### src/rtl/uart_txq_pkg.sv
// Shared types and constants for the UART transmit queue: FSM encoding,
// ASCII control codes and the serializer setup word used by SOC and bench.
package uart_txq_pkg;

    typedef enum logic [1:0] {
        IDLE  = 2'd0,
        SEND  = 2'd1,
        GUARD = 2'd2,
        WAIT  = 2'd3
    } txState_t;

    localparam logic [7:0] ASCII_CR = 8'h0D;
    localparam logic [7:0] ASCII_LF = 8'h0A;

    // 115200 baud 8N1: upper byte selects 8 data bits, no parity, one stop bit
    localparam logic [23:0] UART_BAUD_DIV = 24'h000364;
    localparam logic [31:0] UART_SETUP    = {8'h00, UART_BAUD_DIV};

    function automatic int unsigned levelWidth(input int unsigned depth);
        return unsigned'($clog2(depth)) + 1;
    endfunction

endpackage

### src/rtl/uart_tx_queue_if.sv
// Bus between the SOC IO write path / txuart serializer and uart_tx_queue.
// master = SOC side, slave = the queue.
interface uart_tx_queue_if
    import uart_txq_pkg::*;
#(
    parameter int unsigned DEPTH = 16
);
    localparam int unsigned LW = levelWidth(DEPTH);

    logic          wr_i;
    logic [7:0]    wdata_i;
    logic          full_o;
    logic          empty_o;
    logic [LW-1:0] level_o;
    logic          ovf_o;
    logic          ovfClr_i;
    logic          uartWr_o;
    logic [7:0]    uartData_o;
    logic          uartBusy_i;

    modport master (
        output wr_i, wdata_i, ovfClr_i, uartBusy_i,
        input  full_o, empty_o, level_o, ovf_o, uartWr_o, uartData_o
    );

    modport slave (
        input  wr_i, wdata_i, ovfClr_i, uartBusy_i,
        output full_o, empty_o, level_o, ovf_o, uartWr_o, uartData_o
    );

endinterface

### src/rtl/uart_tx_queue_fifo.sv
// sync_fifo: circular buffer with read/write pointers and an entry count.
// Caller guarantees push only when not full (or popping) and pop only when not empty.
module sync_fifo #(
    parameter int unsigned WIDTH = 8,
    parameter int unsigned DEPTH = 16
) (
    input  logic                   clk,
    input  logic                   rst,
    input  logic                   push,
    input  logic                   pop,
    input  logic [WIDTH-1:0]       wdata,
    output logic [WIDTH-1:0]       head,
    output logic                   full,
    output logic                   empty,
    output logic [$clog2(DEPTH):0] level
);
    localparam int unsigned AW = $clog2(DEPTH);

    logic [WIDTH-1:0] mem [DEPTH];
    logic [AW-1:0]    rdPtr;
    logic [AW-1:0]    wrPtr;
    logic [AW:0]      count;

    // DEPTH is a power of two, so pointers wrap by natural overflow
    always_ff @(posedge clk or posedge rst) begin
        if (rst) begin
            rdPtr <= '0;
            wrPtr <= '0;
            count <= '0;
        end else begin
            if (push) wrPtr <= wrPtr + 1'b1;
            if (pop)  rdPtr <= rdPtr + 1'b1;
            case ({push, pop})
                2'b10:   count <= count + 1'b1;
                2'b01:   count <= count - 1'b1;
                default: count <= count;
            endcase
        end
    end

    always_ff @(posedge clk) begin
        if (push) mem[wrPtr] <= wdata;
    end

    assign head  = mem[rdPtr];
    assign full  = (count == (AW+1)'(DEPTH));
    assign empty = (count == '0);
    assign level = count;

endmodule

### src/rtl/uart_tx_queue.sv
// Transmit queue and sequencer feeding txuart one byte per idle period.
// Optional CR insertion before LF when UART_TXQ_CRLF_EN is defined.
module uart_tx_queue
    import uart_txq_pkg::*;
#(
    parameter int unsigned DEPTH = 16
) (
    input  logic            clk_i,
    input  logic            reset_i,
    uart_tx_queue_if.slave  bus
);
    txState_t               state;
    txState_t               stateNext;
    logic                   uartWrQ;
    logic                   uartWrNext;
    logic [7:0]             uartDataQ;
    logic [7:0]             uartDataNext;
    logic                   ovfQ;
    logic                   push;
    logic                   pop;
    logic                   ovfSet;
    logic [7:0]             head;
    logic                   fifoFull;
    logic                   fifoEmpty;
    logic [$clog2(DEPTH):0] fifoLevel;
    logic                   emitCr;

`ifdef UART_TXQ_CRLF_EN
    logic crPending;
    logic crPendingNext;
    assign emitCr = (head == ASCII_LF) && !crPending;
`else
    assign emitCr = 1'b0;
`endif

    assign push   = bus.wr_i && (!fifoFull || pop);
    assign ovfSet = bus.wr_i && fifoFull && !pop;

    sync_fifo #(
        .WIDTH (8),
        .DEPTH (DEPTH)
    ) u_fifo (
        .clk   (clk_i),
        .rst   (reset_i),
        .push  (push),
        .pop   (pop),
        .wdata (bus.wdata_i),
        .head  (head),
        .full  (fifoFull),
        .empty (fifoEmpty),
        .level (fifoLevel)
    );

    always_ff @(posedge clk_i or posedge reset_i) begin
        if (reset_i) begin
            state     <= IDLE;
            uartWrQ   <= 1'b0;
            uartDataQ <= '0;
            ovfQ      <= 1'b0;
`ifdef UART_TXQ_CRLF_EN
            crPending <= 1'b0;
`endif
        end else begin
            state     <= stateNext;
            uartWrQ   <= uartWrNext;
            uartDataQ <= uartDataNext;
            if (ovfSet)            ovfQ <= 1'b1;
            else if (bus.ovfClr_i) ovfQ <= 1'b0;
`ifdef UART_TXQ_CRLF_EN
            crPending <= crPendingNext;
`endif
        end
    end

    // Strobe and data are computed on entry to SEND and registered,
    // so they are asserted exactly during the SEND cycle.
    always_comb begin
        stateNext    = state;
        uartWrNext   = 1'b0;
        uartDataNext = uartDataQ;
        pop          = 1'b0;
`ifdef UART_TXQ_CRLF_EN
        crPendingNext = crPending;
`endif
        case (state)
            IDLE: begin
                if (!fifoEmpty && !bus.uartBusy_i) begin
                    stateNext    = SEND;
                    uartWrNext   = 1'b1;
                    uartDataNext = emitCr ? ASCII_CR : head;
                end
            end
            SEND: begin
                pop       = !emitCr;
                stateNext = GUARD;
`ifdef UART_TXQ_CRLF_EN
                crPendingNext = emitCr;
`endif
            end
            GUARD: stateNext = WAIT;
            WAIT: begin
                if (!bus.uartBusy_i) stateNext = IDLE;
            end
            default: stateNext = IDLE;
        endcase
    end

    assign bus.uartWr_o   = uartWrQ;
    assign bus.uartData_o = uartDataQ;
    assign bus.ovf_o      = ovfQ;
    assign bus.full_o     = fifoFull;
    assign bus.empty_o    = fifoEmpty;
    assign bus.level_o    = fifoLevel;

endmodule

### src/flat_wrapper.sv
// flat-port wrapper written by rule: the top's interface ports become plain ports
module uart_tx_queue_flat import uart_txq_pkg::*;
#(
    parameter int unsigned DEPTH = 16
)
  (clk_i, reset_i, bus_wr_i, bus_wdata_i, bus_ovfClr_i, bus_uartBusy_i, bus_full_o, bus_empty_o, bus_level_o, bus_ovf_o, bus_uartWr_o, bus_uartData_o);
  uart_tx_queue_if #(.DEPTH(DEPTH)) bus_i ();
  input  logic clk_i;
  input  logic reset_i;
  input wire logic [$bits(bus_i.wr_i)-1:0] bus_wr_i;
  input wire logic [$bits(bus_i.wdata_i)-1:0] bus_wdata_i;
  input wire logic [$bits(bus_i.ovfClr_i)-1:0] bus_ovfClr_i;
  input wire logic [$bits(bus_i.uartBusy_i)-1:0] bus_uartBusy_i;
  output wire logic [$bits(bus_i.full_o)-1:0] bus_full_o;
  output wire logic [$bits(bus_i.empty_o)-1:0] bus_empty_o;
  output wire logic [$bits(bus_i.level_o)-1:0] bus_level_o;
  output wire logic [$bits(bus_i.ovf_o)-1:0] bus_ovf_o;
  output wire logic [$bits(bus_i.uartWr_o)-1:0] bus_uartWr_o;
  output wire logic [$bits(bus_i.uartData_o)-1:0] bus_uartData_o;
  assign bus_i.wr_i = bus_wr_i;
  assign bus_i.wdata_i = bus_wdata_i;
  assign bus_i.ovfClr_i = bus_ovfClr_i;
  assign bus_i.uartBusy_i = bus_uartBusy_i;
  assign bus_full_o = bus_i.full_o;
  assign bus_empty_o = bus_i.empty_o;
  assign bus_level_o = bus_i.level_o;
  assign bus_ovf_o = bus_i.ovf_o;
  assign bus_uartWr_o = bus_i.uartWr_o;
  assign bus_uartData_o = bus_i.uartData_o;
  uart_tx_queue #(.DEPTH(DEPTH)) u_core (.clk_i(clk_i), .reset_i(reset_i), .bus(bus_i));
endmodule
### config.mk
export PLATFORM = sky130hd
export DESIGN_NAME = uart_tx_queue_flat
export DESIGN_NICKNAME = d
export VERILOG_FILES = /design/src/rtl/uart_txq_pkg.sv /design/src/rtl/uart_tx_queue_if.sv /design/src/rtl/uart_tx_queue_fifo.sv /design/src/rtl/uart_tx_queue.sv /design/src/flat_wrapper.sv
export SDC_FILE = /design/constraint.sdc
export NUM_CORES = 1
export LEC_CHECK = 0
export ABC_CLOCK_PERIOD_IN_PS = 3500
export BUFFER_PORTS_ARGS = -buffer_cell sky130_fd_sc_hd__buf_2
export CAP_MARGIN = 5
export CORE_UTILIZATION = 38
export CTS_CLUSTER_DIAMETER = 150
export DETAILED_ROUTE_END_ITERATION = 16
export HOLD_SLACK_MARGIN = 0.08
export PLACE_DENSITY_LB_ADDON = 0.1
export SLEW_MARGIN = 40
export SYNTH_ARGS = -nofsm -noshare
export SYNTH_HDL_FRONTEND = slang
export SYNTH_SLANG_ARGS = --single-unit
### constraint.sdc
create_clock -name clk_i -period 3.5 [get_ports clk_i]
set_input_delay 0.7 -clock clk_i [delete_from_list [all_inputs] [get_ports clk_i]]
set_output_delay 0.7 -clock clk_i [all_outputs]
set_load 0.005 [all_outputs]
# Word level (Yosys, flattened, before mapping)
# Memories as Yosys holds them, arrays and structs flattened. A register that Yosys moved wholly into a read port is not among the register bits.
# Index checks and enable logic that the tools add are counted.
# word_totals
latchBits,0
n_memories,1
out_inout_bits,17
mem_bits_rw,128
inputBits,13
mem_bits_ro,0
ff_bits,17
# classes
shifts,0
n_div,0
add_sub_neg,4
n_reduce_logical,15
mul,0
muxes,11
n_eq_ne,8
bitwise_logic,0
order_cmp,0
# mem_list
name,words,width,read_ports,rd_clocked_by_memory_dff,write_ports,line_no,rtl
u_core.u_fifo.mem,16,8,1,1,1,uart_tx_queue_fifo.sv:19,logic [WIDTH-1:0] mem [DEPTH];
# ops
cell,n
5-bit one-hot mux with 2 select lines,1
4-bit by 1-bit adder with 4-bit output (second input constant),2
2-bit one-hot mux with 4 select lines,1
1-bit two-way mux,7
2-bit equality test (second input constant),3
5-bit by 1-bit adder with 5-bit output (second input constant),1
5-bit equality test (second input constant),1
5-bit zero test,1
5-bit by 1-bit subtractor with 5-bit output (second input constant),1
2-bit by 1-bit equality test with 1-bit output (second input constant),2
1-bit logical AND,4
1-bit zero test,4
2-bit two-way mux,2
2-bit AND reduction,2
2-bit nonzero test,2
2-bit zero test,1
2-bit by 1-bit != test with 1-bit output (second input constant),1
2-bit != test (second input constant),1
1-bit logical OR,1

# Longest topological paths before layout
# Gate-level depths: netlist of the first run.
# depth
ltp_word,6
mapped_depth,11

# Cells and area by module
# From an unflattened synthesis of the first run, not the netlist that was laid out.
# hier_totals
cells_unflattened,334
hier_area_um2,6372.4
# by_module_without_submodules
module,n_inst,cells_each,area_each_um2
sync_fifo,1,294,5791.8
uart_tx_queue,1,40,580.6

# Worst setup path before layout of the first run
# Ideal clock, no wire load.
# synth_timing
path_type,reg2reg
startpoint,register u_core.state[1]
endpoint,register u_core.u_fifo.count[4] (netlist: u_core.u_fifo.level[4])
synth_period_minus_slack_ns,2.225
setup_slack_ns,1.275
path_buffers,2
arrival_time_ns,2.096
stages_incl_launch_ff,12
cell_sequence,dfrtp_1 inv_1 ha_1 clkbuf_1 nor2b_1 buf_2 xor2_1 ha_1 o31a_1 o21ai_0 o211ai_1 xnor2_1
# synth_between
elab_chain_len,6
# synth_lines
element,line_no,rtl
from (decl),uart_tx_queue.sv:12,txState_t state;
from (signal assigned),uart_tx_queue.sv:64,state <= stateNext;
2-bit by 1-bit equality test with 1-bit output (*),uart_tx_queue.sv:85,case (state)
1-bit two-way mux (*),uart_tx_queue.sv:85,
1-bit logical OR,uart_tx_queue.sv:36,assign push = bus.wr_i && (!fifoFull || pop);
1-bit logical AND,uart_tx_queue.sv:36,
2-bit by 1-bit equality test with 1-bit output or 2-bit equality test (tied branches),uart_tx_queue_fifo.sv:33,"case ({push, pop})"
5-bit one-hot mux with 2 select lines or 2-bit nonzero test (tied branches),n/a,
to (signal assigned),uart_tx_queue_fifo.sv:34,2'b10: count <= count + 1'b1;
to (signal assigned),uart_tx_queue_fifo.sv:35,2'b01: count <= count - 1'b1;
to (signal assigned),uart_tx_queue_fifo.sv:36,default: count <= count;
to (decl),uart_tx_queue_fifo.sv:22,logic [AW:0] count;
# Every way passes the cells marked *; elsewhere a longest branch is shown, timed or not.
# A chain may end at the register's enable or synchronous reset.

# Worst setup path in the final report of the first run
# layout_timing
startpoint,register u_core.u_fifo.count[1] (netlist: u_core.u_fifo.level[1])
endpoint,output port bus_empty_o
# layout_between
elab_chain_len,1
# layout_lines
element,line_no,rtl
5-bit zero test,uart_tx_queue_fifo.sv:47,assign empty = (count == '0);
to (decl),flat_wrapper.sv:15,output wire logic [$bits(bus_i.empty_o)-1:0] bus_empty_o;
# Every way passes these cells.

==> flow_metrics.env, run 1 <==
export IMPL_run_status="complete, no violations"
export IMPL_p_leak_nw=2.53
export IMPL_post_synth_most_frequent_cells="edfxtp_1, mux4_2, dfrtp_1, and2_1, mux2i_1"
export IMPL_drt_wirelength_per_cell_um=21.6
export IMPL_synth_fp_nets=347
export IMPL_report_final_slew_viol_count=0
export IMPL_startpoint_type="flip-flop"
export IMPL_syn_area_um2=6230
export IMPL_synthArstFlopShare_pct=16.3
export IMPL_antenna_found_initial=0
export IMPL_vdd_ir_drop_worst_uv=388
export IMPL_vias=2999
export IMPL_die_width_um=130
export IMPL_initial_core_util_pct=39.1
export IMPL_fin_crit_sh_pct=72.9
export IMPL_overflow=0
export IMPL_synth_area_per_cell_um2=19.3
export IMPL_r2r_end="u_core.u_fifo.level[4]"
export IMPL_ant_nets=0
export IMPL_arrival_ns=1.85
export IMPL_worst_r2r_cell_count=10
export IMPL_worstSetupStartpoint="u_core.u_fifo.level[1]"
export IMPL_cts_root_to_sink_buffers=2
export IMPL_yosys_warnings=0
export IMPL_worst_path_max_fanout=9
export IMPL_clock_latency_ns=0.42
export IMPL_cts_resized=0
export IMPL_critical_path_buf_inv_count=1
export IMPL_dp_hpwl_um=8140
export IMPL_grt_pass1_vias=3120
export IMPL_max_clock_freq_mhz=392
export IMPL_worst_path_stages=3
export IMPL_routed_wl_um=12800
export IMPL_clockRootBuffer="clkbuf_16"
export IMPL_regToRegStartpoint="u_core.state[1]"
export IMPL_slew_headroom_pct=55.5
export IMPL_timing_setup_tns_ns=0
export IMPL_time_the_worst_path_needs_with_i_o_delays_and_setup_ns=2.55
export IMPL_critical_path_slowest_cell="or4_4"
export IMPL_whs_ns=0.194
export IMPL_critical_path_required_ns=2.80
export IMPL_ys_ff_latch=153
export IMPL_synthMostInstantiatedCell="edfxtp_1"
export IMPL_signed_area_change_from_the_synthesized_netlist_to_the_final_layout_pct=15.5
export IMPL_grt_max_degree=27
export IMPL_ff2ff_setup_slack_ns=1.17
export IMPL_grt_setup_unrepaired="false"
export IMPL_floorplan_core_area_um2=15900
export IMPL_timing_final_hold_violations=0
export IMPL_floorplan_die_area_um2=16900
export IMPL_synth_enable_flop_cells=128
export IMPL_hold_path_class="primary input to async pin"
export IMPL_number_of_buffers_inserted_during_clock_tree_synthesis=17
export IMPL_endpoint="bus_empty_o"
export IMPL_synth_area_top_cells="edfxtp_1, mux4_2, dfrtp_1"
export IMPL_numClockSinks=153
export IMPL_timing_clock_skew_ns=0.00832
export IMPL_die_height_um=130
export IMPL_post_cts_repair_setup_buffers=0
export IMPL_cts_htree_levels=4
export IMPL_detail_route_drc_violations=0
export IMPL_max_slew_worst_pin_slew_ns=0.668
export IMPL_cts_hold_buf=0
export IMPL_ys_types=41
export IMPL_drt_pre_antenna_iters=4
export IMPL_route_detailed_vias_per_inst=5.07
export IMPL_seq_area_frac_synth_pct=71.8
export IMPL_worst_setup_path_type="flip-flop to primary output"
export IMPL_cts_tree="done"
export IMPL_core_rowCount=46
export IMPL_num_antenna_cells=0
export IMPL_postSynth_topFlopCell="edfxtp_1"
export IMPL_grt_first_pass_wirelength_um=19300
export IMPL_critPathCaptureType="primary output"
export IMPL_clk_transition_reported_paths_ns=0.06
export IMPL_synth_largest_type_area_fraction_pct=61.7
export IMPL_finalNetCount=387
export IMPL_layout_cell_share_with_drive_strength_beyond_1_pct=29.8
export IMPL_post_synthesis_cell_count=323
export IMPL_detail_route_iter0_violations=149
export IMPL_synth_area_leader_cell="edfxtp_1"
export IMPL_critical_path_max_stage_delay_ns=0.61
export IMPL_cap_viol_max_count=0
export IMPL_total_global_routing_track_utilization_pct=16.9
export IMPL_critical_path_top_delay_family="simple AND/OR/NAND/NOR gates"
export IMPL_critical_path_cell_sequence="or4_4 -> nor2_1 -> buf_2"
export IMPL_finalSetupViolCount=0
export IMPL_place_congestion=0.713
export IMPL_ioPinCount=30
export IMPL_port_buffers=29
export IMPL_power_density_nw_per_um2=823
## layout make-up
cell class              instances  area, µm²
repair buffers                 36        198
multi-input cells             147       1640
fillers                      1404       8750
flip-flops and latches        153       4470
inverters                       8       32.5
clock inverters                11        119
well taps                     216        270
clock buffers                  21        460
## power breakdown
part | switching [mW] | total (mW) | leakage, nW | internal, mW
registers | 0.256 | 2.53 | 1.46 | 2.27
logic | 0.803 | 1.59 | 0.780 | 0.789
clock network | 0.711 | 1.80 | 0.289 | 1.09
total | 1.77 | 5.92 | 2.53 | 4.15
## per-stage QoR
step           area [µm²]  power (mW)  util (%)  setup WS [ns]  std cells
2_1_floorplan        6230        3.68         -           1.27        323
5_1_grt              7190        6.23      45.1          0.850        592
3_5_place_dp         6610        4.21      41.5           1.18        560
3_3_place_gp         6610        4.19      41.5           1.22        560
4_1_cts              7190        6.02      45.1          0.913        592
6_report             7190        5.92      45.1          0.948        592
## metal layers
metal | up-vias | track usage (%) | wire (µm)
li1 | 1370 | - | -
met1 | 1577 | 22.6 | 5950
met2 | 38 | 27.0 | 6360
met3 | 14 | 3.61 | 307
met4 | 0 | 6.98 | 180
met5 | - | 0 | 0
## worst min path at each step
stage | start | endpoint | slack (ns) | depth (start not counted)
3_5_place_dp | u_core.bus.uartData_o[0] | u_core.bus.uartData_o[0] | 0.48 | 2
3_3_place_gp | u_core.bus.uartData_o[1] | u_core.bus.uartData_o[1] | 0.47 | 2
6_report | reset_i | u_core.u_fifo.level[0] | 0.19 | 2
2_1_floorplan | u_core.bus.uartData_o[0] | u_core.bus.uartData_o[0] | 0.48 | 2
5_1_grt | reset_i | u_core.u_fifo.level[0] | 0.20 | 2
4_1_cts | reset_i | u_core.u_fifo.level[0] | 0.18 | 2
## sequential cells by signal (all words and copies together) (netlist names)
signal                 flops
u_core.bus.uartWr_o        1
u_core.bus.ovf_o           1
u_core.u_fifo.mem        128
u_core.state               2
u_core.u_fifo.wrPtr        4
u_core.u_fifo.rdPtr        4
u_core.u_fifo.level        5
u_core.bus.uartData_o      8
## cell families (layout without fill, tap and decap cells)
| kind of cell | count (synthesis) | count (layout) | share of synthesized area [%] |
|---|---|---|---|
| adders and majority gates | 11 | 11 | 2.21 |
| muxes | 52 | 52 | 14.9 |
| buffers and inverters | 23 | 76 | 1.91 |
| and+or+nand+nor | 48 | 48 | 4.42 |
| DFF | 153 | 153 | 71.8 |
| AOI/OAI and AO/OA | 26 | 26 | 3.42 |
| xor gates and xnor gates | 10 | 10 | 1.41 |
## layout by cell type, fill, tap and decap left out, types with 3 or more instances in the layout
master     Yosys  layout
edfxtp_1     128     128
mux4_2        32      32
buf_2          6      29
dfrtp_1       25      24
clkbuf_16      0      17
mux2i_1       16      16
and2_1        16      16
nand2_1       12      12
ha_1          11      11
o221ai_1       8       8
xnor2_1        7       7
inv_1          7       7
buf_4          0       7
a21oi_1        4       4
mux2_2         4       4
o21ai_0        4       4
clkinv_2       0       4
xor2_1         3       3
nor2_1         3       3
inv_6          0       3
No activity file was read; power rests on OpenSTA's default activity.
==> run 2, diff against run 1 <==
ABC_CLOCK_PERIOD_IN_PS = 2660   (was 3500)
clock period = 2.66 ns   (was 3.5 ns; I/O delays follow)
==> run 2 against run 1 <==
Hold slack got worse by 0.061 ns; critical path type unchanged; wire length increased by 1.9%; clock-buffer cell count unchanged; first-iteration DRC count increased by 50%; cell count increased by 0.34%; power increased by 33%.
==> flow_metrics.env, run 2 (same netlist as run 1, synthesis figures left out) <==
export IMPL_nFillCells=1367
export IMPL_timing_setup_tns_ns=0
export IMPL_critical_path_max_stage_delay_ns=0.61
export IMPL_final_cell_mix="edfxtp_1, mux4_2, buf_2"
export IMPL_cts_htree_levels=4
export IMPL_clock_latency_ns=0.42
export IMPL_critPathCaptureType="primary output"
export IMPL_vdd_ir_drop_worst_uv=486
export IMPL_max_flop_register="u_core.u_fifo.mem"
export IMPL_critical_path_required_ns=2.13
export IMPL_floorplan_die_area_um2=16900
export IMPL_vias=3015
export IMPL_signed_area_change_from_the_synthesized_netlist_to_the_final_layout_pct=16.1
export IMPL_power_density_nw_per_um2=1090
export IMPL_time_the_worst_path_needs_with_i_o_delays_and_setup_ns=2.38
export IMPL_multi_input_gate_area_um2=1640
export IMPL_grt_pass1_vias=3220
export IMPL_die_height_um=130
export IMPL_detail_route_iter0_violations=224
export IMPL_clk_transition_reported_paths_ns=0.06
export IMPL_initial_core_util_pct=39.1
export IMPL_cap_viol_max_count=0
export IMPL_place_congestion=0.730
export IMPL_drt_wirelength_per_cell_um=22.0
export IMPL_run_status="complete, no violations"
export IMPL_startpoint_type="flip-flop"
export IMPL_core_rowCount=46
export IMPL_grt_setup_unrepaired="false"
export IMPL_grt_max_degree=35
export IMPL_grt_first_pass_wirelength_um=20600
export IMPL_fin_cells=594
export IMPL_overflow=0
export IMPL_p_leak_nw=2.54
export IMPL_cts_root_to_sink_buffers=2
export IMPL_final_common_cell="edfxtp_1"
export IMPL_drt_pre_antenna_iters=4
export IMPL_critical_path_top_delay_family="simple AND/OR/NAND/NOR gates"
export IMPL_slew_headroom_pct=65.0
export IMPL_ant_nets=0
export IMPL_arrival_ns=1.85
export IMPL_sequential_area_um2=4470
export IMPL_number_of_buffers_inserted_during_clock_tree_synthesis=17
export IMPL_layout_utilization_pct=45.4
export IMPL_critical_path_cell_sequence="or4_4 -> nor2_1 -> buf_2"
export IMPL_routed_wl_um=13000
export IMPL_cts_hold_buf=0
export IMPL_worst_path_max_fanout=9
export IMPL_fin_crit_sh_pct=89.5
export IMPL_route_detailed_vias_per_inst=5.08
export IMPL_report_final_slew_viol_count=0
export IMPL_numClockSinks=153
export IMPL_num_antenna_cells=0
export IMPL_max_clock_freq_mhz=420
export IMPL_detail_route_drc_violations=0
export IMPL_clockRootBuffer="clkbuf_16"
export IMPL_die_width_um=130
export IMPL_total_global_routing_track_utilization_pct=17.7
export IMPL_layout_cell_share_with_drive_strength_beyond_1_pct=30.7
export IMPL_largest_register_ff_count=128
export IMPL_max_slew_worst_pin_slew_ns=0.525
export IMPL_timing_final_hold_violations=0
export IMPL_critical_path_buf_inv_count=1
export IMPL_post_cts_repair_setup_buffers=0
export IMPL_ioPinCount=30
export IMPL_cts_resized=0
export IMPL_finalNetCount=389
export IMPL_dp_cells=562
export IMPL_worst_setup_path_type="flip-flop to primary output"
export IMPL_finalSetupViolCount=0
export IMPL_antenna_found_initial=0
export IMPL_cts_tree="done"
export IMPL_timing_clock_skew_ns=0.00893
export IMPL_dp_hpwl_um=8380
export IMPL_hold_path_class="primary input to async pin"
export IMPL_port_buffers=29
export IMPL_floorplan_core_area_um2=15900
export IMPL_critical_path_slowest_cell="or4_4"
## run 2: power breakdown
group / total [mW] / leakage (nW) / internal (mW) / switching, mW
combinational: 2.27 / 0.798 / 1.08 / 1.19
clock: 2.36 / 0.283 / 1.43 / 0.931
sequential: 3.23 / 1.46 / 2.99 / 0.237
## run 2: per-stage QoR
step / setup WS (ns) / power, mW / instance area [µm²] / hold slack (ns)
finish: 0.280 / 7.86 / 7230 / 0.133
detailed placement: 0.376 / 5.61 / 6650 / 0.496
global placement: 0.403 / 5.61 / 6650 / 0.491
global route: 0.173 / 8.32 / 7230 / 0.159
floorplan: 0.435 / 4.84 / 6230 / 0.480
CTS: 0.265 / 7.97 / 7230 / 0.141
## run 2: final cells by class
cell class	count	share of cell area (%)
multi-input combinational	147	22.7
tap	216	3.74
sequential	153	61.8
clock inverter	11	1.68
timing repair buffer	38	3.29
clock buffer	21	6.37
inverter	8	0.450
## run 2: metal layers
| metal | share of wire (%) | GRT usage (%) | vias to the layer above |
|---|---|---|---|
| li1 | - | - | 1367 |
| met3 | 5.3 | 4.22 | 18 |
| met5 | 0 | 0 | - |
| met4 | 1.6 | 6.36 | 0 |
| met1 | 47 | 25.2 | 1555 |
| met2 | 47 | 26.7 | 75 |
## run 2: final timing paths
kind	start	end	slack, ns	cells after the start
hold / removal	reset_i	u_core.u_fifo.level[4]	0.13	2
setup reg to reg	u_core.u_fifo.level[1]	u_core.u_fifo.mem[7][4]	0.37	5
min in group clk_i	bus_ovfClr_i	u_core.bus.ovf_o	0.30	2
setup / recovery	u_core.u_fifo.level[1]	bus_empty_o	0.28	3
max in group asynchronous	reset_i	u_core.u_fifo.level[1]	2.08	3
hold reg to reg	u_core.bus.uartData_o[0]	u_core.bus.uartData_o[0]	0.50	2
